$ cat config.mk
export PLATFORM = sky130hd
export DESIGN_NAME = ppu_timing_gen
export DESIGN_NICKNAME = d
export VERILOG_FILES = /design/src/rtl/ppu_pkg.sv /design/src/rtl/ppu_vblank_ctrl.sv /design/src/rtl/ppu_timing_gen.sv
export SDC_FILE = /design/constraint.sdc
export NUM_CORES = 1
export LEC_CHECK = 0
export BUFFER_PORTS_ARGS = -buffer_cell sky130_fd_sc_hd__buf_2
export CORE_MARGIN = 4
export CORE_UTILIZATION = 50
export CTS_CLUSTER_DIAMETER = 80
export DETAILED_ROUTE_END_ITERATION = 10
export PLACE_DENSITY = 0.76
export SLEW_MARGIN = 10
export SYNTH_ARGS = -nofsm -noshare
export SYNTH_HDL_FRONTEND = slang
export SYNTH_SLANG_ARGS = --single-unit
export TNS_END_PERCENT = 1
$ cat constraint.sdc
create_clock -name clk -period 2.6 [get_ports clk]
set_clock_uncertainty 0.05 [all_clocks]
set_input_delay 0.26 -clock clk [delete_from_list [all_inputs] [get_ports clk]]
set_output_delay 0.26 -clock clk [all_outputs]
set_load 0.03 [all_outputs]
$ cat src/rtl/ppu_pkg.sv
// Shared PPU timing constants and types for the raster timing generator.
package ppu_pkg;

    // Raster geometry of the supported consoles.
    localparam int NTSC_DOTS         = 341;
    localparam int NTSC_LINES        = 262;
    localparam int NTSC_VBLANK_LINE  = 241;

    localparam int PAL_DOTS          = 341;
    localparam int PAL_LINES         = 312;
    localparam int PAL_VBLANK_LINE   = 241;

    localparam int DENDY_DOTS        = 341;
    localparam int DENDY_LINES       = 312;
    localparam int DENDY_VBLANK_LINE = 291;

    // Lines 0..239 carry picture on every variant.
    localparam int VISIBLE_LINES     = 240;

    // Default counter width, wide enough for every variant above.
    localparam int POS_W             = 9;

    // A raster position as seen by the fetch pipeline and mapper.
    typedef struct packed {
        logic [POS_W-1:0] cycle;
        logic [POS_W-1:0] scanline;
    } ppu_pos_t;

endpackage

$ cat src/rtl/ppu_vblank_ctrl.sv
// VBlank status flag with set/clear priority, $2002 read race, and NMI level.
module ppu_vblank_ctrl (
    input  logic clk,
    input  logic reset,
    input  logic set_strobe,
    input  logic clr_strobe,
    input  logic status_rd,
    input  logic nmi_en,
    output logic vblank_flag,
    output logic nmi
);

    // Flag register: reset, pre-render clear, status read clear, then set.
    // A read landing on the set edge wins, so that frame never raises the flag.
    always_ff @(posedge clk) begin
        // NOTE: state registers use non-blocking assignments so every flop
        // samples pre-edge values regardless of block ordering.
        if (reset) begin
            vblank_flag <= 1'b0;
        end else if (clr_strobe) begin
            vblank_flag <= 1'b0;
        end else if (status_rd) begin
            vblank_flag <= 1'b0;
        end else if (set_strobe) begin
            vblank_flag <= 1'b1;
        end
    end

    // NMI is a pure level; enabling it while the flag is high raises it at once.
    always_comb begin
        nmi = vblank_flag & nmi_en;
    end

endmodule

$ cat src/rtl/ppu_timing_gen.sv
// PPU raster timing: dot/scanline counters, odd-frame dot skip, strobes,
// and the VBlank flag / NMI controller.
module ppu_timing_gen
    import ppu_pkg::*;
#(
    parameter int DOTS_PER_LINE   = NTSC_DOTS,
    parameter int LINES_PER_FRAME = NTSC_LINES,
    parameter int VBLANK_LINE     = NTSC_VBLANK_LINE,
    parameter int ODD_SKIP        = 1,
    parameter int CW              = POS_W
) (
    input  logic          clk,
    input  logic          reset,
    input  logic          ce,
    input  logic          rendering_en,
    input  logic          nmi_en,
    input  logic          status_rd,
    output logic [CW-1:0] cycle,
    output logic [CW-1:0] scanline,
    output logic          vblank_flag,
    output logic          nmi,
    output logic          frame_odd,
    output logic          visible,
    output logic          prerender,
    output logic          clr_status,
    output logic          frame_start
);

    localparam logic [CW-1:0] LAST_DOT  = CW'(DOTS_PER_LINE - 1);
    localparam logic [CW-1:0] SKIP_DOT  = CW'(DOTS_PER_LINE - 3);
    localparam logic [CW-1:0] PRE_LINE  = CW'(LINES_PER_FRAME - 1);
    localparam logic [CW-1:0] VBL_LINE  = CW'(VBLANK_LINE);
    localparam logic [CW-1:0] VIS_LINES = CW'(VISIBLE_LINES);
    localparam logic [CW-1:0] DOT_ONE   = CW'(1);
    localparam bit            SKIP_ON   = (ODD_SKIP != 0);

    logic [CW-1:0] cycle_q, cycle_d;
    logic [CW-1:0] line_q, line_d;
    logic          odd_q, odd_d;
    logic          skip_now;
    logic          set_vbl;
    logic          clr_vbl;

    // On odd frames with rendering on, dot 338 of pre-render jumps straight
    // to the last dot; rendering_en only matters on that one dot.
    always_comb begin
        skip_now = SKIP_ON & rendering_en & odd_q &
                   (line_q == PRE_LINE) & (cycle_q == SKIP_DOT);
    end

    // Next raster position and frame parity; everything holds while ce=0.
    always_comb begin
        // NOTE: every output of this block is defaulted first so no path
        // leaves a variable unassigned and no latch is inferred.
        cycle_d = cycle_q;
        line_d  = line_q;
        odd_d   = odd_q;
        if (ce) begin
            if (skip_now) begin
                cycle_d = LAST_DOT;
            end else if (cycle_q == LAST_DOT) begin
                cycle_d = '0;
                if (line_q == PRE_LINE) begin
                    line_d = '0;
                    odd_d  = ~odd_q;
                end else begin
                    line_d = line_q + CW'(1);
                end
            end else begin
                cycle_d = cycle_q + CW'(1);
            end
        end
    end

    // Position and parity registers; reset restarts the frame at (0,0).
    always_ff @(posedge clk) begin
        if (reset) begin
            cycle_q <= '0;
            line_q  <= '0;
            odd_q   <= 1'b0;
        end else begin
            cycle_q <= cycle_d;
            line_q  <= line_d;
            odd_q   <= odd_d;
        end
    end

    // Dot-qualified event strobes and line decodes.
    always_comb begin
        prerender   = (line_q == PRE_LINE);
        visible     = (line_q < VIS_LINES);
        set_vbl     = ce & (line_q == VBL_LINE) & (cycle_q == DOT_ONE);
        clr_vbl     = ce & prerender & (cycle_q == DOT_ONE);
        clr_status  = clr_vbl;
        frame_start = ce & (line_q == '0) & (cycle_q == '0);
    end

    assign cycle     = cycle_q;
    assign scanline  = line_q;
    assign frame_odd = odd_q;

    ppu_vblank_ctrl u_vblank (
        .clk         (clk),
        .reset       (reset),
        .set_strobe  (set_vbl),
        .clr_strobe  (clr_vbl),
        .status_rd   (status_rd & ce),
        .nmi_en      (nmi_en),
        .vblank_flag (vblank_flag),
        .nmi         (nmi)
    );

endmodule
==> results of run 1 <==
[layer usage]
metal | vias up | GRT usage [%] | routed length, µm
met5 | - | 0 | 0
met4 | 0 | 5.763 | 12
met3 | 2 | 4.368 | 226
met2 | 49 | 30.20 | 1418
met1 | 572 | 26.71 | 1315
li1 | 602 | - | -
[flip-flops by register name, summed over array words and instances, names as in the netlist]
name                  cells
frame_odd                 1
scanline                  9
cycle                     9
u_vblank.vblank_flag      1
[logic make-up (layout without fill, tap and decap cells)]
group | after synthesis | in the layout | synth area share (%)
and+or+nand+nor | 72 | 72 | 36.61
AOI/OAI and AO/OA | 29 | 29 | 15.24
DFF | 20 | 20 | 33.86
buffers and inverters | 10 | 40 | 3.175
adders and majority gates | 7 | 7 | 7.407
xor gates and xnor gates | 5 | 5 | 3.704
[where the power goes]
group          leakage [nW]  internal (mW)  switching [mW]  total (mW)
combinational         0.424         0.0344          0.0689       0.103
clock                0.0210         0.0854           0.100       0.186
sequential            0.162          0.315          0.0126       0.328
total                 0.607          0.435           0.182       0.617
[worst min path at each step]
| stage | endpoint | cells after the start | from | slack [ps] |
|---|---|---|---|---|
| 3_5_place_dp | u_vblank.vblank_flag | 2 | status_rd | 430 |
| 3_3_place_gp | u_vblank.vblank_flag | 2 | status_rd | 420 |
| 5_1_grt | u_vblank.vblank_flag | 2 | status_rd | 100 |
| 6_report | u_vblank.vblank_flag | 2 | status_rd | 110 |
| 2_1_floorplan | u_vblank.vblank_flag | 1 | status_rd | 330 |
| 4_1_cts | u_vblank.vblank_flag | 2 | status_rd | 100 |
[layout make-up]
cell class | instances | area (µm²)
Fill cell | 215 | 840.8
Multi-Input combinational cell | 113 | 744.5
Inverter | 5 | 18.77
Tap cell | 28 | 35.03
Clock buffer | 4 | 36.28
Timing Repair Buffer | 31 | 157.7
Sequential cell | 20 | 400.4
[metrics by stage]
step           utilization [%]  instance area [µm²]  worst slack [ps]
6_report                 62.35                 1393             345.3
5_1_grt                  62.35                 1393             114.3
4_1_cts                  62.35                 1393             344.4
3_3_place_gp             60.73                 1356             632.9
3_5_place_dp             60.73                 1356             499.7
2_1_floorplan                -                 1182             413.7
[cell usage in the layout, fill, tap and decap left out, types with 2 or more instances in the layout]
cell,instances
nand2_1,12
nor3b_1,3
o21ai_0,5
nor3_1,6
and3_1,4
a211oi_1,2
and2_1,2
nand3_1,11
ha_1,7
o31ai_1,3
and4_1,3
nor2_1,6
nand2b_1,2
xor2_1,4
nand4_1,6
buf_2,30
nor4_1,3
nor2b_1,2
clkbuf_4,3
a21oi_1,13
or3_1,2
inv_1,5
dfxtp_1,20
or4_1,4
==> results.yml, run 1 <==
floorplan:
  start_util_pct: 52.94
  rows: 17
  floorplan.die.width_um: 56.63
  dieArea_um2: 3207
  ios: 31
  coreArea_um2: 2233
  die_h_um: 56.63
clocking:
  cts_hold_buffers: 0
  path_clk_slew_ps: 120
  cts-root-buf: "clkbuf_4"
  clkSinkCount: 20
  cts_made_buffers: 3
  cts_resized: 0
  post_cts_buffers: 0
  cts_buffer_depth: 2
  clock_latency_ps: 300
  cts_tree: "done"
  cts_max_level: 1
critical_path:
  crit_chain: "ha_1 -> and4b_1 -> nand2_1 -> inv_1 -> and2_1 -> buf_2"
  rr_worst_depth: 6
  cpPeakStageDelay_ps: 480
  r2r-end: "scanline[7]"
  crit_start: "scanline[0]"
  endpoint: "clr_status"
  worstPathArrival_ps: 1940
  crit_fanout: 7
  worstSetupStartpointType: "flip-flop"
  r2r_start: "cycle[0]"
  path_class: "flip-flop to output pin"
  cp.depth: 6
  r2r_setup_slack_ps: 480
  cp-end-kind: "output pin"
  critPathBufInv: 2
  worstPathRequired_ps: 2290
  critPathSlowestCell: "dfxtp_1"
  path_delay_family: "simple AND/OR/NAND/NOR gates"
global_routing:
  grt_use_total_pct: 19.46
  antenna_found_initial: 0
  grt_max_degree: 27
  grt_pass1_vias: 1109
  grt_pass1_wl_um: 5023
  overflow: 0
sta:
  fin_setup_tns_ps: 0
  finalCritPeriodShare_pct: 86.72
  hold_viol: 0
  slew_viol_final: 0
  slew_headroom_pct: 71.17
  setup_violations: 0
  rsz0062_at_grt: "no"
  fin_crit_ps: 2255
  fmax_mhz: 443.5
  fin_hold_ws_ps: 106.5
  tightest_slew_ps: 432.4
synth:
  ys_seq_area_share_pct: 33.86
  synth_common_cells: "dfxtp_1, a21oi_1, nand2_1, nand3_1, ha_1"
  synth.most_common_cell: "dfxtp_1"
  syn_area_um2: 1182
  synth-edff-count: 0
  ys_types: 36
  syn_nets: 156
  synth_top_area_share_pct: 33.86
  synth_largest_area_cell: "dfxtp_1"
  ys_warn_count: 0
  ys_seq_elements: 20
  syn_area_per_cell_um2: 8.268
  postSynthCellCount: 143
  yosys-top-cells-area: "dfxtp_1, ha_1, a21oi_1, nand3_1, nand2_1"
  synthFlopType: "dfxtp_1"
  synthArstFlopShare_pct: 0
routing:
  ant_nets: 0
  vias: 1225
  routed_wl_um: 2973
  detail_route.wl_per_cell_um: 14.79
  via_per_inst: 6.095
  drt_pass1_iterations: 4
  post-route-drc-count: 0
  first_iter_violations: 57
worst_hold_path:
  hold_class: "input pin to flip-flop"
run:
  drv_cap: 0
final_layout:
  area_growth_pct: 17.78
  layout-drive-gt1-share_pct: 22.54
  nNetsFinal: 187
  stdcell_count: 201
  antennaDiodeCount: 0
power_and_ir_drop:
  design_power_total_uw: 616.7
  irDropWorstVdd_mv: 0.3101
  p_per_area_nw_per_um2: 442.9
  power.leakage_nw: 0.6072
place:
  portBuffers: 30
  dp.final_hpwl_um: 2240
  gp_congestion: 0.8603
  placed_cells: 197
outcome:
  status: "finished, final reports clean"
Note: power is estimated with default switching activity, not from simulation.
==> run 2, diff against run 1 <==
--- a/config.mk
+++ b/config.mk
@@ -5,12 +5,13 @@
 export SDC_FILE = /design/constraint.sdc
 export NUM_CORES = 1
 export LEC_CHECK = 0
+export ABC_AREA = 1
 export BUFFER_PORTS_ARGS = -buffer_cell sky130_fd_sc_hd__buf_2
 export CORE_MARGIN = 4
 export CORE_UTILIZATION = 50
 export CTS_CLUSTER_DIAMETER = 80
 export DETAILED_ROUTE_END_ITERATION = 10
-export PLACE_DENSITY = 0.76
+export PLACE_DENSITY = 0.74
 export SLEW_MARGIN = 10
 export SYNTH_ARGS = -nofsm -noshare
 export SYNTH_HDL_FRONTEND = slang
==> results.yml, run 2 <==
global_routing:
  grt_use_total_pct: 20.54
  grt_pass1_wl_um: 5837
  grt_pass1_vias: 1275
  grt_max_degree: 14
  antenna_found_initial: 0
  overflow: 0
critical_path:
  cpPeakStageDelay_ps: 370
  path_class: "flip-flop to output pin"
  worstPathRequired_ps: 2290
  critPathBufInv: 4
  crit_start: "scanline[1]"
  worstPathArrival_ps: 1730
  r2r_start: "scanline[1]"
  crit_fanout: 8
  critPathSlowestCell: "dfxtp_1"
  crit_chain: "inv_1 -> ha_1 -> nand2_1 -> inv_1 -> nand2_2 -> nor2_8 -> nand3_1 -> inv_1 -> buf_2"
  worstSetupStartpointType: "flip-flop"
  cp-end-kind: "output pin"
  crit_top_cell: "inv_1"
  path_delay_family: "buffers and inverters"
floorplan:
  dieArea_um2: 3809
  die_h_um: 61.72
  ios: 31
  coreArea_um2: 2758
  floorplan.die.width_um: 61.72
  start_util_pct: 52.31
  rows: 19
sta:
  rsz0062_at_grt: "no"
  setup_violations: 0
  finalWorstSetupSlack_ps: 559.2
  fin_crit_ps: 2041
  slew_viol_final: 0
  fin_setup_tns_ps: 0
  hold_viol: 0
  finalCritPeriodShare_pct: 78.49
  tightest_slew_ps: 390.2
  slew_headroom_pct: 73.84
  fmax_mhz: 490.0
routing:
  detail_route.wl_per_cell_um: 12.10
  drt_pass1_iterations: 4
  first_iter_violations: 53
  ant_nets: 0
  post-route-drc-count: 0
  vias: 1460
  routed_wl_um: 3437
  via_per_inst: 5.141
power_and_ir_drop:
  irDropWorstVdd_mv: 0.2447
  p_per_area_nw_per_um2: 400.9
  p_sw_uw: 171.1
  power_switching_share_pct: 25.83
  seqPwrFrac_pct: 48.5
  pwr-share-comb_pct: 11.1
  p_int_uw: 491.1
  power.leakage_nw: 0.8036
  p_clk_share_pct: 40.3
synth:
  synthFlopType: "dfxtp_1"
  synth.most_common_cell: "nand2_1"
  synth-edff-count: 0
  syn_area_um2: 1443
  synth_largest_area_cell: "dfxtp_1"
  synth_top_area_share_pct: 27.75
  ys_warn_count: 0
  postSynthCellCount: 225
  syn_nets: 238
  syn_area_per_cell_um2: 6.412
  ys_types: 32
  synthArstFlopShare_pct: 0
  ys_seq_elements: 20
  synth_common_cells: "nand2_1, nor2_1, inv_1, dfxtp_1, nand3_1"
  yosys-top-cells-area: "dfxtp_1, nand2_1, nor2_1, ha_1, inv_1"
  ys_seq_area_share_pct: 27.75
place:
  dp.final_hpwl_um: 2623
  dp_slack_ps: 869.4
  gp_congestion: 0.8931
  portBuffers: 30
clocking:
  cts_resized: 0
  cts-root-buf: "clkbuf_4"
  cts_tree: "done"
  path_clk_slew_ps: 130
  cts_hold_buffers: 0
  post_cts_buffers: 0
  cts_buffer_depth: 2
  clkSinkCount: 20
  cts_made_buffers: 3
  clock_latency_ps: 320
  cts_max_level: 1
final_layout:
  utilization_pct: 59.89
  area_growth_pct: 14.48
  num-fill-cells: 275
  final_common_cell: "nand2_1"
  layout_common_cells: "nand2_1, nor2_1, buf_2"
  nNetsFinal: 267
  layout-drive-gt1-share_pct: 21.74
  antennaDiodeCount: 0
worst_hold_path:
  hold_class: "input pin to flip-flop"
  hp-start: "status_rd"
outcome:
  status: "finished, final reports clean"
run:
  drv_cap: 0
## run 2: cell count changes in the layout (fill, tap and decap cells not counted), sizes merged, moves of 4 or more
| cell | before | now |
|---|---|---|
| nand2 | 12 | 57 |
| nor2 | 6 | 41 |
| inv | 5 | 27 |
| nand3 | 11 | 19 |
| a21oi | 13 | 17 |
| and3 | 4 | 0 |
| or4 | 4 | 0 |
## run 2: layer usage
layer / GRT usage [%] / wire (µm) / vias up
li1: - / - / 775
met1: 29.04 / 1654 / 634
met2: 31.39 / 1513 / 46
met3: 3.306 / 216 / 5
met4: 7.576 / 53 / 0
met5: 0 / 0 / -
## run 2: kinds of logic (layout without fill, tap and decap cells)
| group | count (synthesis) | in the layout | share of synthesized area [%] |
|---|---|---|---|
| flip-flops | 20 | 20 | 27.75 |
| AO/OA/AOI/OAI | 23 | 23 | 8.586 |
| buffers and inverters | 37 | 65 | 10.58 |
| AND/OR/NAND/NOR | 134 | 134 | 44.58 |
| XOR/XNOR | 4 | 4 | 2.429 |
| adder cells (fa/ha/maj) | 7 | 7 | 6.071 |
## run 2: layout make-up
type                    count  area [µm²]  area share [%]
flip-flops and latches     20       400.4           24.24
repair buffers             31       157.7           9.545
multi-input cells         168       889.6           53.86
clock buffers               3       22.52           1.364
well taps                  31       38.79           2.348
inverters                  30       112.6           6.818
clock inverters             1       30.03           1.818
## run 2: power groups by stage
stage               Combinational (mW)  Clock, mW  Sequential [mW]
detailed placement              0.0735          0            0.328
global placement                0.0738          0            0.328
finish                          0.0738      0.267            0.321
floorplan                       0.0472          0            0.335
CTS                             0.0741      0.270            0.321
global route                    0.0830      0.285            0.323
## run 2: path summary, 6_finish.rpt
kind,endpoint,slack [ps],cells past startpoint
setup / recovery,clr_status,560,9
hold / removal,u_vblank.vblank_flag,150,4
setup reg to reg,scanline[7],840,11
hold reg to reg,u_vblank.vblank_flag,420,2
## run 2: stage by stage
stage	total power, mW	instance area (µm²)	hold WS (ps)	std cells
global route	0.6913	1652	171.5	284
global placement	0.4016	1599	399.8	280
finish	0.6622	1652	145.2	284
detailed placement	0.4015	1599	408.7	280
floorplan	0.3821	1443	390.3	225
CTS	0.6648	1652	141.6	284
## run 2: worst reg2reg max path: stages (launching register included)
cell and delay (ps):
dfxtp_1 420, inv_1 100, ha_1 200, nand2_1 70, inv_1 40, nand2_2 110
nor2_8 60, nand2_2 220, nand3_2 200, nand2_1 100, nand2_1 50, nor2_1 100
